==> src/rtl/seg_scan_arbiter.sv <==
// ---------------------------------------------------------------------------
// seg_scan_arbiter
//
// Shares one 4-digit multiplexed 7-segment display between two requesters.
// A is the time/counter datapath and B is the setting/message path.
// Ownership changes only at frame boundaries. The owner's BCD digits and
// decimal points are captured once per frame, so a frame never mixes digits
// from two sources. Each digit slot is lit for SCAN_DIV-BLANK_CYC cycles and
// then blanked for BLANK_CYC cycles to suppress ghosting.
//
// Parameters:
//   SCAN_DIV   clock cycles per digit slot (>= 2)
//   BLANK_CYC  trailing all-off cycles of each slot (1 <= BLANK_CYC < SCAN_DIV)
//   MIN_HOLD   minimum frames an owner keeps the display while requesting (>= 1)
//
// Ports:
//   clk         system clock
//   rst         synchronous reset, active-low
//   req_a       requester A wants the display
//   dig_a[15:0] A digits as BCD nibbles, [3:0] = digit 0 ... [15:12] = digit 3
//   dp_a[3:0]   A decimal points, bit i = digit i, 1 = lit
//   req_b       requester B wants the display
//   dig_b[15:0] B digits, same layout as dig_a
//   dp_b[3:0]   B decimal points
//   gnt_a       A owns the display
//   gnt_b       B owns the display
//   seg[7:0]    segments, active-low, [7] = dp, [6:0] = a..g
//   an[3:0]     digit enables, active-low, an[i] low selects digit i
//   frame_tick  one-cycle pulse on the last cycle of each frame
// ---------------------------------------------------------------------------
module seg_scan_arbiter #(
  parameter int SCAN_DIV  = 65536,
  parameter int BLANK_CYC = 256,
  parameter int MIN_HOLD  = 8
) (
  input  logic        clk,
  input  logic        rst,
  input  logic        req_a,
  input  logic [15:0] dig_a,
  input  logic [3:0]  dp_a,
  input  logic        req_b,
  input  logic [15:0] dig_b,
  input  logic [3:0]  dp_b,
  output logic        gnt_a,
  output logic        gnt_b,
  output logic [7:0]  seg,
  output logic [3:0]  an,
  output logic        frame_tick
);

  localparam int SW = $clog2(SCAN_DIV);
  localparam int HW = (MIN_HOLD > 1) ? $clog2(MIN_HOLD) : 1;

  localparam logic [SW-1:0] SC_LAST  = SW'(SCAN_DIV - 1);
  localparam logic [SW-1:0] SC_PRE   = SW'(SCAN_DIV - 2);
  localparam logic [SW-1:0] SC_ON    = SW'(SCAN_DIV - BLANK_CYC);
  localparam logic [HW-1:0] HOLD_MAX = HW'(MIN_HOLD - 1);

  typedef enum logic {
    IDLE = 1'b0,
    SCAN = 1'b1
  } state_t;

  // Owner encoding used by owner/last_owner: 0 = A, 1 = B.
  state_t        state, state_d;
  logic          owner, owner_d;
  logic          last_owner, last_owner_d;
  logic [SW-1:0] sc, sc_d;
  logic [1:0]    di, di_d;
  logic [HW-1:0] hold, hold_d;
  logic          load;
  logic [15:0]   snap_dig;
  logic [3:0]    snap_dp;

  logic          owner_req;
  logic          other_req;
  logic          frame_end;

  logic [3:0]    cur_digit;
  logic          cur_dp;
  logic [7:0]    seg_d;
  logic [3:0]    an_d;
  logic          tick_d;
  logic          gnt_a_d;
  logic          gnt_b_d;

  // BCD to segments a..g, active-low; anything above 9 shows a dash (g only).
  function automatic logic [6:0] decode(input logic [3:0] d);
    logic [6:0] s;
    case (d)
      4'd0:    s = 7'b0000001;
      4'd1:    s = 7'b1001111;
      4'd2:    s = 7'b0010010;
      4'd3:    s = 7'b0000110;
      4'd4:    s = 7'b1001100;
      4'd5:    s = 7'b0100100;
      4'd6:    s = 7'b0100000;
      4'd7:    s = 7'b0001111;
      4'd8:    s = 7'b0000000;
      4'd9:    s = 7'b0000100;
      default: s = 7'b1111110;
    endcase
    return s;
  endfunction

  assign owner_req = owner ? req_b : req_a;
  assign other_req = owner ? req_a : req_b;
  assign frame_end = (state == SCAN) && (di == 2'd3) && (sc == SC_LAST);

  // State register plus all counters, snapshot and registered outputs.
  always_ff @(posedge clk) begin
    if (!rst) begin
      state      <= IDLE;
      owner      <= 1'b0;
      last_owner <= 1'b1;
      sc         <= '0;
      di         <= '0;
      hold       <= '0;
      snap_dig   <= '0;
      snap_dp    <= '0;
      gnt_a      <= 1'b0;
      gnt_b      <= 1'b0;
      seg        <= 8'hFF;
      an         <= 4'hF;
      frame_tick <= 1'b0;
    end else begin
      state      <= state_d;
      owner      <= owner_d;
      last_owner <= last_owner_d;
      sc         <= sc_d;
      di         <= di_d;
      hold       <= hold_d;
      if (load) begin
        snap_dig <= owner_d ? dig_b : dig_a;
        snap_dp  <= owner_d ? dp_b  : dp_a;
      end
      gnt_a      <= gnt_a_d;
      gnt_b      <= gnt_b_d;
      seg        <= seg_d;
      an         <= an_d;
      frame_tick <= tick_d;
    end
  end

  // Next state, slot/digit counters and frame-boundary arbitration.
  // The snapshot reloads on every frame start, including when the owner
  // is kept, so the new frame always shows the owner's current digits.
  always_comb begin
    state_d      = state;
    owner_d      = owner;
    last_owner_d = last_owner;
    sc_d         = sc;
    di_d         = di;
    hold_d       = hold;
    load         = 1'b0;

    case (state)
      IDLE: begin
        if (req_a || req_b) begin
          state_d = SCAN;
          // On a tie the requester that did not own the display last wins.
          if (req_a && req_b) begin
            owner_d = ~last_owner;
          end else begin
            owner_d = req_b;
          end
          sc_d   = '0;
          di_d   = '0;
          hold_d = '0;
          load   = 1'b1;
        end
      end

      SCAN: begin
        if (sc == SC_LAST) begin
          sc_d = '0;
          di_d = di + 2'd1;
        end else begin
          sc_d = sc + 1'b1;
        end

        if (frame_end) begin
          if (owner_req && (hold < HOLD_MAX)) begin
            hold_d = hold + 1'b1;
            load   = 1'b1;
          end else if (other_req) begin
            owner_d = ~owner;
            hold_d  = '0;
            load    = 1'b1;
          end else if (owner_req) begin
            load = 1'b1;
          end else begin
            state_d      = IDLE;
            last_owner_d = owner;
            sc_d         = '0;
            di_d         = '0;
            hold_d       = '0;
          end
        end
      end

      default: begin
        state_d = IDLE;
      end
    endcase
  end

  // Output values for the next edge, derived from the current counters so
  // seg/an trail the counters by one cycle. frame_tick is computed one slot
  // cycle early so its registered pulse lands on the sc == SCAN_DIV-1 cycle.
  always_comb begin
    cur_digit = snap_dig[{di, 2'b00} +: 4];
    cur_dp    = snap_dp[di];
    seg_d     = 8'hFF;
    an_d      = 4'hF;

    if ((state == SCAN) && (sc < SC_ON)) begin
      an_d  = ~(4'b0001 << di);
      seg_d = {~cur_dp, decode(cur_digit)};
    end

    tick_d  = (state == SCAN) && (di == 2'd3) && (sc == SC_PRE);
    gnt_a_d = (state_d == SCAN) && !owner_d;
    gnt_b_d = (state_d == SCAN) &&  owner_d;
  end

endmodule

==> config.mk <==
export PLATFORM = sky130hd
export DESIGN_NAME = seg_scan_arbiter
export DESIGN_NICKNAME = d
export VERILOG_FILES = /design/src/rtl/seg_scan_arbiter.sv
export SDC_FILE = /design/constraint.sdc
export NUM_CORES = 1
export LEC_CHECK = 0
export ABC_AREA = 1
export CAP_MARGIN = 10
export CORE_AREA = 2 2 88 90
export DETAILED_ROUTE_END_ITERATION = 16
export DIE_AREA = 0 0 90 92
export PLACE_DENSITY = 0.69
export SLEW_MARGIN = 20
export SYNTH_ARGS = -nofsm -noshare
export SYNTH_HDL_FRONTEND = slang
export SYNTH_SLANG_ARGS = --single-unit
export TNS_END_PERCENT = 5
==> constraint.sdc <==
create_clock -name clk -period 4.84 [get_ports clk]
set_input_delay 1.21 -clock clk [delete_from_list [all_inputs] [get_ports clk]]
set_output_delay 1.21 -clock clk [all_outputs]
set_load 0.05 [all_outputs]
Word-level counts from Yosys, hierarchy flattened
Memories as Yosys holds them, arrays and structs flattened. A register that Yosys moved wholly into a read port is not among the register bits.
Cells that the tools add are included.
Cells by class
  bitwise gates (word level): 8
  add/subtract/negate cells: 3
  reductions and logical operators: 14
  order comparisons: 3
  equality and inequality tests: 6
  shift-type cells: 2
  muxes and demuxes: 40
Operators with widths (count)
  $mux W16: 7
  $eq A16 B16 Y1 const B: 2
  $pmux W16 S2: 1
  $add A16 B1 Y16 const B: 1
  $lt A16 B16 Y1 const B: 1
  $shiftx A16 B5 Y4: 1
  $mux W3: 5
  $mux W1: 14
  $mux W2: 6
  $logic_and A1 B1 Y1: 8
  $not A1 Y1: 7
  $pmux W1 S2: 3
  $pmux W3 S2: 1
  $reduce_and A5 Y1: 1
  $mux W4: 1
  $ne A4 B2 Y1 const B: 1
  $not A4 Y4: 1
  $pmux W2 S2: 1
  $shl A1 B2 Y4 const A: 1
  $add A3 B1 Y3 const B: 1
  $lt A2 B3 Y1 const B: 1
  $lt A3 B3 Y1 const B: 1
  $reduce_and A3 Y1: 1
  $add A2 B1 Y2 const B: 1
  7 further kinds: 8
Word-level totals
  bits in read-only memories: 112
  memories: 1
  input port bits: 44
  bits in registers: 59
Memory list
  (name not given): depth 16, bits a word 7, read ports 1, clocked after memory_dff 1, write ports 0, RTL line 90  | case (d)

Longest topological paths before layout
Gate-level depths: netlist of the first run.
  depth after elaboration: 7
  gate-level depth with buffers: 15
  depth with buffers taken out: 14

Worst setup path after synthesis of the first run
Ideal clock, no wire load.
  path kind: input to register
  start: input req_a
  end: register snap_dig[14]
  stages on the path: 9
  library setup time: 109 ps
  slack: 2397 ps
  required time: 4731 ps
  buffers on the path: 1
  data arrival time: 2334 ps
  cells stage by stage: nor2_1 inv_1 o21ai_0 nand2_1 clkbuf_1 nand3_1 nand3_2 nand2_1 inv_1
Between the ends
  word-level cells in the longest chain between the ends: 6
  elaborated cells between the ends (all ways): 18
  classes of those cells: mux: 15; reduce/logical: 3
RTL lines
  start, declared: RTL line 38  | input logic req_a,
  $mux W1, on equally long branches: RTL line 107, 106
  $mux W1, or another cell as far along: RTL line 186  | end else if (other_req) begin
  $mux W1, on equally long branches: RTL line 183, 186
  $mux W1, on equally long branches: RTL line 182, 183
  $pmux W1 S2 / $mux W1 (equally long branches): RTL line 157, 182
  $mux W16 / $pmux W1 S2 (equally long branches): RTL line 134, 157
  end signal, assigned: RTL line 134  | snap_dig <= owner_d ? dig_b : dig_a;
  end, declared: RTL line 72  | logic [15:0] snap_dig;
Several ways; a longest one is shown, not always the timed one.
A chain may end at the register's enable or synchronous reset.

Worst setup path in the final report of the first run
  start: input req_a
  end: register hold[1]
Between the ends
  word-level cells in the longest chain between the ends: 5
  elaborated cells between the ends (all ways): 11
  classes of those cells: eq/ne: 2; mux: 6; reduce/logical: 3
RTL lines
  $mux W1, on equally long branches: RTL line 107, 106
  $mux W3 / $logic_and A1 B1 Y1 (equally long branches): RTL line 186, 183
  $mux W3: RTL line 183  | if (owner_req && (hold < HOLD_MAX)) begin
  $mux W3: RTL line 182  | if (frame_end) begin
  $pmux W3 S2: RTL line 157  | case (state)
  end signal, assigned: RTL line 132  | hold <= hold_d;
  end, declared: RTL line 70  | logic [HW-1:0] hold, hold_d;
Several ways; a longest one is shown, not always the timed one. The select of a mux whose other input is x is not followed.

==> results of run 1 <==
-- cells in the final DEF (no fill, tap or decap), types with 2 or more instances in the layout --
master / netlist / routed
buf_4: 2 / 3
a221oi_1: 2 / 2
nand3_2: 5 / 5
inv_1: 63 / 63
nand2_2: 12 / 12
nand3_1: 54 / 54
nand2_4: 4 / 4
clkinv_2: 0 / 2
nor2_1: 18 / 18
nand4_1: 4 / 4
nor3_1: 3 / 3
or2_2: 3 / 3
nor2_4: 2 / 2
clkinvlp_4: 0 / 3
clkbuf_8: 0 / 9
clkdlybuf4s50_1: 0 / 58
a211oi_1: 2 / 2
a32oi_1: 2 / 2
nor2_2: 2 / 2
o21ai_0: 29 / 29
ha_1: 13 / 13
a21oi_1: 27 / 27
clkinv_1: 4 / 4
o21ai_1: 11 / 11
dfxtp_1: 59 / 59
nand2_1: 111 / 111
xor2_1: 2 / 2
xnor2_1: 3 / 3
-- where the power goes --
part	switching (mW)	total, mW	internal [mW]
combinational	0.130	0.219	0.0890
sequential	0.0159	0.528	0.512
clock	0.206	0.391	0.185
total	0.351	1.14	0.786
-- stage by stage --
step | cells | instance area, um2 | utilization, % | total power, mW | setup WS, ns
2_1_floorplan | 462 | 3250 | - | 0.686 | 2.40
3_3_place_gp | 606 | 3860 | 51.8 | 0.752 | 1.52
3_5_place_dp | 606 | 3860 | 51.8 | 0.756 | 1.49
4_1_cts | 622 | 4030 | 54.1 | 1.15 | 1.76
5_1_grt | 622 | 4030 | 54.1 | 1.20 | 1.55
6_report | 622 | 4030 | 54.1 | 1.14 | 1.78
-- kinds of logic (layout without fill, tap and decap cells) --
kind of cell               count (synthesis)  in the layout  synth area share, %
AOI/OAI and AO/OA                         79             79                 13.6
and+or+nand+nor                          220            220                 32.2
buffers and inverters                     86            144                 11.4
adders and majority gates                 13             13                 5.01
DFF                                       59             59                 36.4
xor gates and xnor gates                   5              5                 1.35
-- worst register-to-register path, cell delays in order (launching register included) --
cell and delay [ns]:
dfxtp_1 0.67, ha_1 0.29, nand2_1 0.06, inv_1 0.20, nand2_4 0.09, a21oi_4 0.82, nand3_1 0.28, nand2_1 0.12
inv_1 0.04
-- sequential cells by signal, indices dropped and copies added (netlist names), 2 cells and up --
register and flops:
sc 16, di 2, seg 8, hold 3, an 4, snap_dp 4, snap_dig 16
-- layer usage --
metal	GRT usage (%)	part of all wire, %	up-vias
met2	30.3	46	67
li1	-	-	1596
met5	0	0	-
met4	7.44	1.7	0
met3	3.86	4.0	13
met1	23.5	48	1401
-- worst max path at each step --
stage | startpoint | cells past startpoint | slack (ns) | end
final | req_a | 8 | 1.78 | hold[1]
after global routing | req_a | 8 | 1.55 | hold[1]
after CTS | req_a | 8 | 1.76 | hold[1]
after detailed placement | req_a | 8 | 1.49 | hold[1]
after global placement | req_a | 8 | 1.52 | hold[0]
after floorplan | req_a | 9 | 2.40 | snap_dig[14]
-- synth_stat cells --
cell type,n
nand3_2,5
ha_1,13
nor3_1,3
o21ai_1,11
xnor2_1,3
a22oi_1,1
a221oi_1,2
buf_4,2
nor2_8,1
a211oi_1,2
dfxtp_1,59
nor2_1,18
a21oi_1,27
or2_2,3
a32oi_1,2
clkbuf_1,9
buf_2,3
nand2_2,12
a21oi_4,1
nor2_2,2
o22ai_1,1
nand2_1,111
nand4_1,4
o32ai_1,1
clkinv_1,4
nor2_4,2
xor2_1,2
nor4b_1,1
nand3_1,54
o21ai_0,29
nand2_4,4
o211a_1,1
o211ai_1,1
inv_1,63
buf_6,5
-- layout make-up --
class,instances,area (um2),share of cell area [%]
timing repair buffer,61,603,15.0
tap,102,128,3.17
sequential,59,1180,29.3
clock buffer,10,128,3.17
clock inverter,6,41.3,1.03
inverter,67,251,6.24
multi-input combinational,317,1700,42.1
==> impl_results.md, run 1 <==
* Slew at the pin closest to its max-slew limit at 1.04 ns
* CP peak stage delay at 0.58 ns
* GRT overflow at 0
* Via Count at 3077
* Largest net degree at the start of global routing at 41
* CP endpoint kind: flop
* R2R Path End: snap_dig[13]
* Layout cells sized above 1 at 9.23%
* WHS at 0.501 ns
* Worst hold path startpoint: sc[15]
* Hold violation count in the final report at 0
* Status: finished clean
* Delay-heaviest family, CP: simple AND/OR/NAND/NOR gates
* Placed wire-length estimate at 5.17 mm
* WL/cell at 12.0 um
* Floorplan die width at 90 um
* Global Route Usage Sum at 18.4%
* Pleak at 1.83 nW
* Total iterations of the first detailed-routing run at 4
* Detailed Route Iter0 Violations at 146
* Worst path buffer plus inverter count at 3
* Max-slew headroom at 30.4%
* Crit path cell chain: clkdlybuf4s50_1, nor2_1, inv_1, nor2_2, nor2_1, nand2_1, inv_1, a211oi_1
* Min Tclk post-route at 3.06 ns
* Vias in the first global route at 2796
* FF+latch count, synth at 59
* CTS buffer count at 9
* Die Area at 8280 um2
* CTS tree: done
* Worst reg2reg path depth at 8
* Setup violators final at 0
* First-pass GRT wire length at 12.4 mm
* Vias per std cell at 4.95
* Initial core utilization at 43.6%
* CTS H-Tree Depth at 3
* Synth Cell Area at 3250 um2
* FILL cells at 772
* R2R Path Start: di[0]
* Seq/Total Area, Yosys at 36.4%
* Maxcap violations at 0
* Yosys top cell area share at 36.4%
* Clock Skews at 0.0113 ns
* Hold EP: sc[15]
* Critical path class: in -> reg
* Hold Path Stages at 2
* CTS clock-pin slew for the worst setup and hold paths at 0.07 ns
* WP data required at 5.07 ns
* Post-CTS sizing at 0
* Io pins at 59
* Worst VDD drop at 0.156 mV
* Share of the clock period used by the worst path at 63.3%
* Synth Net Count at 519
* Mapped Cells at 462
* Critical Path AT at 3.29 ns
* P per Cell Area at 282 nW/um2
* Final ANT Viol Nets at 0
* Diodes inserted at 0
* Synth cell types at 35
* Syn-to-layout area delta at 24.0%
* Post-CTS Setup Bufs at 0
* RSZ-0062 raised after global routing: false
* Max clock buf depth at 2
* Hold Buf Count CTS at 0
* Min-delay worst type: reg -> reg
* Synth Area per Inst at 7.03 um2
* Root Buffer: clkbuf_8
* Initial antenna violation count at 0
* CORE AREA at 7450 um2
* Final wirelength at 7.48 mm
* Fmax at 0.326 GHz
* Net count, final at 572
* Routability cong. at 0.750
* Standard-cell rows at 32
* Slowest-stage cell, CP: nor2_2
* Worst-Skew Late Latency at 0.34 ns
* Highest net fanout along the worst path at 18
* R2R Setup Slk at 2.18 ns
* DRC Markers at 0
* Height of the chip at 92 um
* Port-buffer cells at 58
* Crit path launch type: primary input
* Slew Viols, Final at 0
* Yosys top cell by area: dfxtp_1
* Synth area leaders: dfxtp_1, nand2_1, nand3_1, inv_1, ha_1
* Setup TNS at 0 ns
* Synth warn at 0
* CTS Sinks at 59
Note: power is estimated with default switching activity, not from simulation.
==> run 2: changes to the inputs <==
- PLACE_DENSITY: 0.69 -> 0.72
- clock period: 4.84 -> 2.74 ns (I/O delays scaled with it)
==> run 2 against run 1 <==
Die area did not move. Core utilization increased by 1.2 points. Clock power rose by 96%. Sequential share of layout area decreased by 0.63 points. Critical endpoint is now seg[6].
==> impl_results.md, run 2 (synthesis gave the netlist of run 1 again) <==
* Syn-to-layout area delta at 26.7%
* Routability cong. at 0.840
* Height of the chip at 92 um
* Fmax at 0.438 GHz
* Vias in the first global route at 2875
* Net count, final at 579
* Tot Pwr at 2.10 mW
* CP peak stage delay at 0.66 ns
* Worst VDD drop at 0.248 mV
* CTS clock-pin slew for the worst setup and hold paths at 0.06 ns
* Placed wire-length estimate at 5.32 mm
* Die Area at 8280 um2
* CORE AREA at 7450 um2
* Commonest non-fill, non-tap cell in the layout: nand2_1
* Hold violation count in the final report at 0
* Met3 Usage GRT at 4.93%
* Maxcap violations at 0
* CTS Sinks at 59
* Critical Path AT at 2.47 ns
* Total iterations of the first detailed-routing run at 4
* CTS tree: done
* Busiest grt layer: met2
* Setup violators final at 0
* Via Count at 3092
* CTS H-Tree Depth at 3
* Worst path buffer plus inverter count at 2
* Max-slew headroom at 64.0%
* Slew Viols, Final at 0
* Io pins at 59
* DRC Markers at 0
* Min-delay worst type: reg -> reg
* Final wirelength at 7.35 mm
* Largest net degree at the start of global routing at 23
* Non-Filler Instances at 629
* Setup TNS at 0 ns
* Initial core utilization at 43.6%
* Crit path launch type: flop
* Share of the clock period used by the worst path at 83.4%
* Met2 Usage GRT at 31.2%
* Sequential cell area at 1180 um2
* Worst-Skew Late Latency at 0.33 ns
* Min Tclk post-route at 2.29 ns
* Initial antenna violation count at 0
* Layout cells sized above 1 at 10.6%
* Clock Skews at 0.00681 ns
* First-pass GRT wire length at 12.2 mm
* Global Route Usage Sum at 18.1%
* FILL cells at 741
* Critical path class: reg -> reg
* GRT overflow at 0
* Slew at the pin closest to its max-slew limit at 0.540 ns
* Standard-cell rows at 32
* Status: finished clean
* Crit path cell chain: inv_1, nand2_1, a32oi_1, inv_1, a21oi_1, nor3_1, nand2_1
* Highest net fanout along the worst path at 15
* DP Cell Count at 613
* Multi-input logic area at 1700 um2
* Largest registers: sc: 16 flops, snap_dig: 16 flops, seg: 8 flops
* RSZ-0062 raised after global routing: false
* Port-buffer cells at 58
* Post-CTS Setup Bufs at 0
* Pleak at 1.90 nW
* Floorplan die width at 90 um
* CP endpoint kind: flop
* Final ANT Viol Nets at 0
* WP data required at 2.93 ns
* Diodes inserted at 0
* Detailed Route Iter0 Violations at 137
* P per Cell Area at 509 nW/um2
* Vias per std cell at 4.92
* CTS buffer count at 9
* Met1 Use GR at 21.2%
* WL/cell at 11.7 um
* Slowest-stage cell, CP: dfxtp_1
* Most frequent cells in the layout: nand2_1, inv_1, dfxtp_1
* Delay-heaviest family, CP: flip-flops
* Hold Buf Count CTS at 0
* Root Buffer: clkbuf_8
* Max clock buf depth at 2
* Post-CTS sizing at 0
run 2: cell count changes in the layout (fill, tap and decap cells not counted):
cell,delta
clkinv_2,+3
clkinvlp_4,-3
buf_4,+6
inv_6,-1
clkbuf_8,+1
bufinv_16,+1
clkbuf_1,-1
buf_12,+1
run 2: final timing paths:
| kind | start | endpoint | slack [ns] | depth (start not counted) |
|---|---|---|---|---|
| setup / recovery | di[0] | seg[6] | 0.45 | 7 |
| hold / removal | sc[13] | sc[13] | 0.49 | 2 |
| hold reg to reg | sc[13] | sc[13] | 0.49 | 2 |
| setup reg to reg | di[0] | seg[6] | 0.45 | 7 |
run 2: routing by layer:
metal  wire (um)  vias to the layer above
li1            -                     1606
met1        3410                     1403
met2        3550                       73
met3         280                       10
met4         110                        0
met5           0                        -
run 2: where the power goes:
group	switching, mW	internal (mW)	total [mW]	leakage [nW]
clock	0.331	0.436	0.767	0.106
sequential	0.0238	0.905	0.929	0.484
combinational	0.232	0.168	0.401	1.31
total	0.587	1.51	2.10	1.90
run 2: tightest hold or removal path: stages (launching register included):
cell	delay, ns
dfxtp_1	0.32
nand2_1	0.07
a21oi_1	0.06
run 2: through the flow:
stage	setup WS, ns	area, um2	utilization [%]	hold WS, ns
after floorplan	0.822	3250	-	0.441
after global placement	0.223	3920	52.7	0.473
after detailed placement	0.163	3920	52.7	0.479
after CTS	0.471	4120	55.3	0.493
after global routing	0.153	4120	55.3	0.520
final	0.455	4120	55.3	0.494
run 2: layout make-up:
type	count	area share (%)
Sequential cell	59	28.7
Multi-Input combinational cell	317	41.2
Tap cell	102	3.10
Clock inverter	6	1.34
Inverter	67	6.11
Timing Repair Buffer	68	16.2
Clock buffer	10	3.34
==> run 3: changes to the inputs <==
- PLACE_DENSITY: 0.72 -> 0.69
- clock period: 2.74 -> 2.17 ns (I/O delays scaled with it)
==> run 3 against run 2 <==
Global-route usage barely moved. Final cell count rose by 0.64%. Power rose by 25%. Hold slack got worse by 0.0025 ns. Routed wire length rose by 0.68%. Die area did not move. Worst setup slack got worse by 0.33 ns. Combinational power rose by 32%. Register-to-register slack got worse by 0.33 ns. Non-clock buffer count rose by 5. Fmax rose by 12%. Via count fell by 1.7%. Critical endpoint is now snap_dig[12].
==> impl_results.md, run 3 (synthesis gave the netlist of run 1 again) <==
* Post-Layout Inst Area at 4200 um2
* Port-buffer cells at 58
* Initial antenna violation count at 0
* Largest net degree at the start of global routing at 38
* Detailed Route Iter0 Violations at 107
* CORE AREA at 7450 um2
* P per Cell Area at 622 nW/um2
* Status: finished clean
* Most frequent cells in the layout: nand2_1, inv_1, dfxtp_1
* Setup violators final at 0
* Worst reg2reg path depth at 11
* Final wirelength at 7.40 mm
* Via Count at 3039
* Placed wire-length estimate at 5.22 mm
* GRT overflow at 0
* Largest registers: sc: 16 flops, snap_dig: 16 flops, seg: 8 flops
* Slew at the pin closest to its max-slew limit at 0.497 ns
* Met1 Use GR at 22.7%
* Min Tclk post-route at 2.04 ns
* Worst path buffer plus inverter count at 2
* Post-DP Area at 3980 um2
* CTS tree: done
* Tot Pwr at 2.61 mW
* RSZ-0062 raised after global routing: true
* Max clock buf depth at 2
* Die Area at 8280 um2
* Levels on crit path at 11
* WP data required at 2.41 ns
* Total iterations of the first detailed-routing run at 4
* Crit path launch type: flop
* Standard-cell rows at 32
* R2R Path Start: sc[1]
* Critical Path AT at 2.28 ns
* CP peak stage delay at 0.38 ns
* Worst VDD drop at 0.312 mV
* Worst-Skew Late Latency at 0.34 ns
* Met2 Usage GRT at 30.6%
* WHS at 0.491 ns
* Height of the chip at 92 um
* Min-delay worst type: reg -> reg
* CP endpoint kind: flop
* Worst hold path startpoint: last_owner
* Io pins at 59
* Delay-heaviest family, CP: simple AND/OR/NAND/NOR gates
* Max-slew headroom at 66.8%
* Crit path cell chain: ha_1, nand2_1, nor2_4, nand2_4, nor2_8, nand2_4, a21oi_4, clkbuf_16, nand3_2, nand2_1, inv_1
* CTS H-Tree Depth at 3
* Initial core utilization at 43.6%
* Global Route Usage Sum at 18.2%
* Slowest-stage cell, CP: dfxtp_1
* Highest net fanout along the worst path at 18
* Commonest non-fill, non-tap cell in the layout: nand2_1
* Vias per std cell at 4.80
* Syn-to-layout area delta at 29.3%
* Fin worst setup slack at 0.127 ns
* Slew Viols, Final at 0
* Net count, final at 584
* Layout cells sized above 1 at 11.3%
* Busiest grt layer: met2
* Met3 Usage GRT at 3.20%
* Final ANT Viol Nets at 0
* WL/cell at 11.7 um
* DRC Markers at 0
* Root Buffer: clkbuf_8
* Crit path launch: sc[1]
* CTS buffer count at 9
* FILL cells at 720
* Pleak at 1.93 nW
* Clock Skews at 0.0113 ns
* Vias in the first global route at 2833
* CTS Sinks at 59
* Hold Path Stages at 2
* Floorplan die width at 90 um
* CTS clock-pin slew for the worst setup and hold paths at 0.06 ns
* Routability cong. at 0.784
* Diodes inserted at 0
* Pre-CTS setup slack at -0.0508 ns
* Maxcap violations at 0
* Share of the clock period used by the worst path at 94.2%
* Hold violation count in the final report at 0
* Critical path class: reg -> reg
* First-pass GRT wire length at 12.3 mm
* Fmax at 0.489 GHz
* Final core utilization at 56.4%
## run 3: cell count changes in the layout (fill, tap and decap cells not counted), sizes merged
cell / delta
buf: +4
clkbuf: +4
clkinv: -3
bufinv: -1
## run 3: layout make-up
cell class                 count  area, um2  area share, %
clock inverter                 2       10.0          0.238
clock buffer                  13        169           4.02
timing repair buffer          73        748           17.8
tap                          102        128           3.04
multi-input combinational    317       1710           40.8
inverter                      67        251           5.99
sequential                    59       1180           28.1
## run 3: worst paths after layout
path | endpoint | slack [ns]
hold reg to reg | last_owner | 0.49
hold / removal | last_owner | 0.49
setup reg to reg | snap_dig[12] | 0.13
setup / recovery | snap_dig[12] | 0.13
## run 3: where the power goes
part / switching [mW] / total (mW) / internal, mW
Combinational: 0.298 / 0.530 / 0.231
Sequential: 0.0345 / 1.18 / 1.14
Clock: 0.407 / 0.905 / 0.498
## run 3: worst min-delay path: stages, from the launching register on
cell and delay (ns):
dfxtp_1 0.33, nand2_1 0.06, o211ai_1 0.07
## run 3: repair_timing
item,4_1_cts,5_1_grt
endpoints found under the setup margin,0,4
gates resized for setup,0,2
setup buffers,0,0
hold buffers,0,0
hold endpoints to repair,0,0
## run 3: stage by stage
step | std cells | TNS (ns)
3_3_place_gp | 617 | -0.00786
3_5_place_dp | 617 | -0.495
4_1_cts | 632 | 0
6_report | 633 | 0
5_1_grt | 633 | 0
2_1_floorplan | 462 | 0
## run 3: metal layers
metal	wire length, um	vias up
met5	0	-
met4	121	0
met3	318	11
met2	3370	57
met1	3590	1355
li1	-	1616
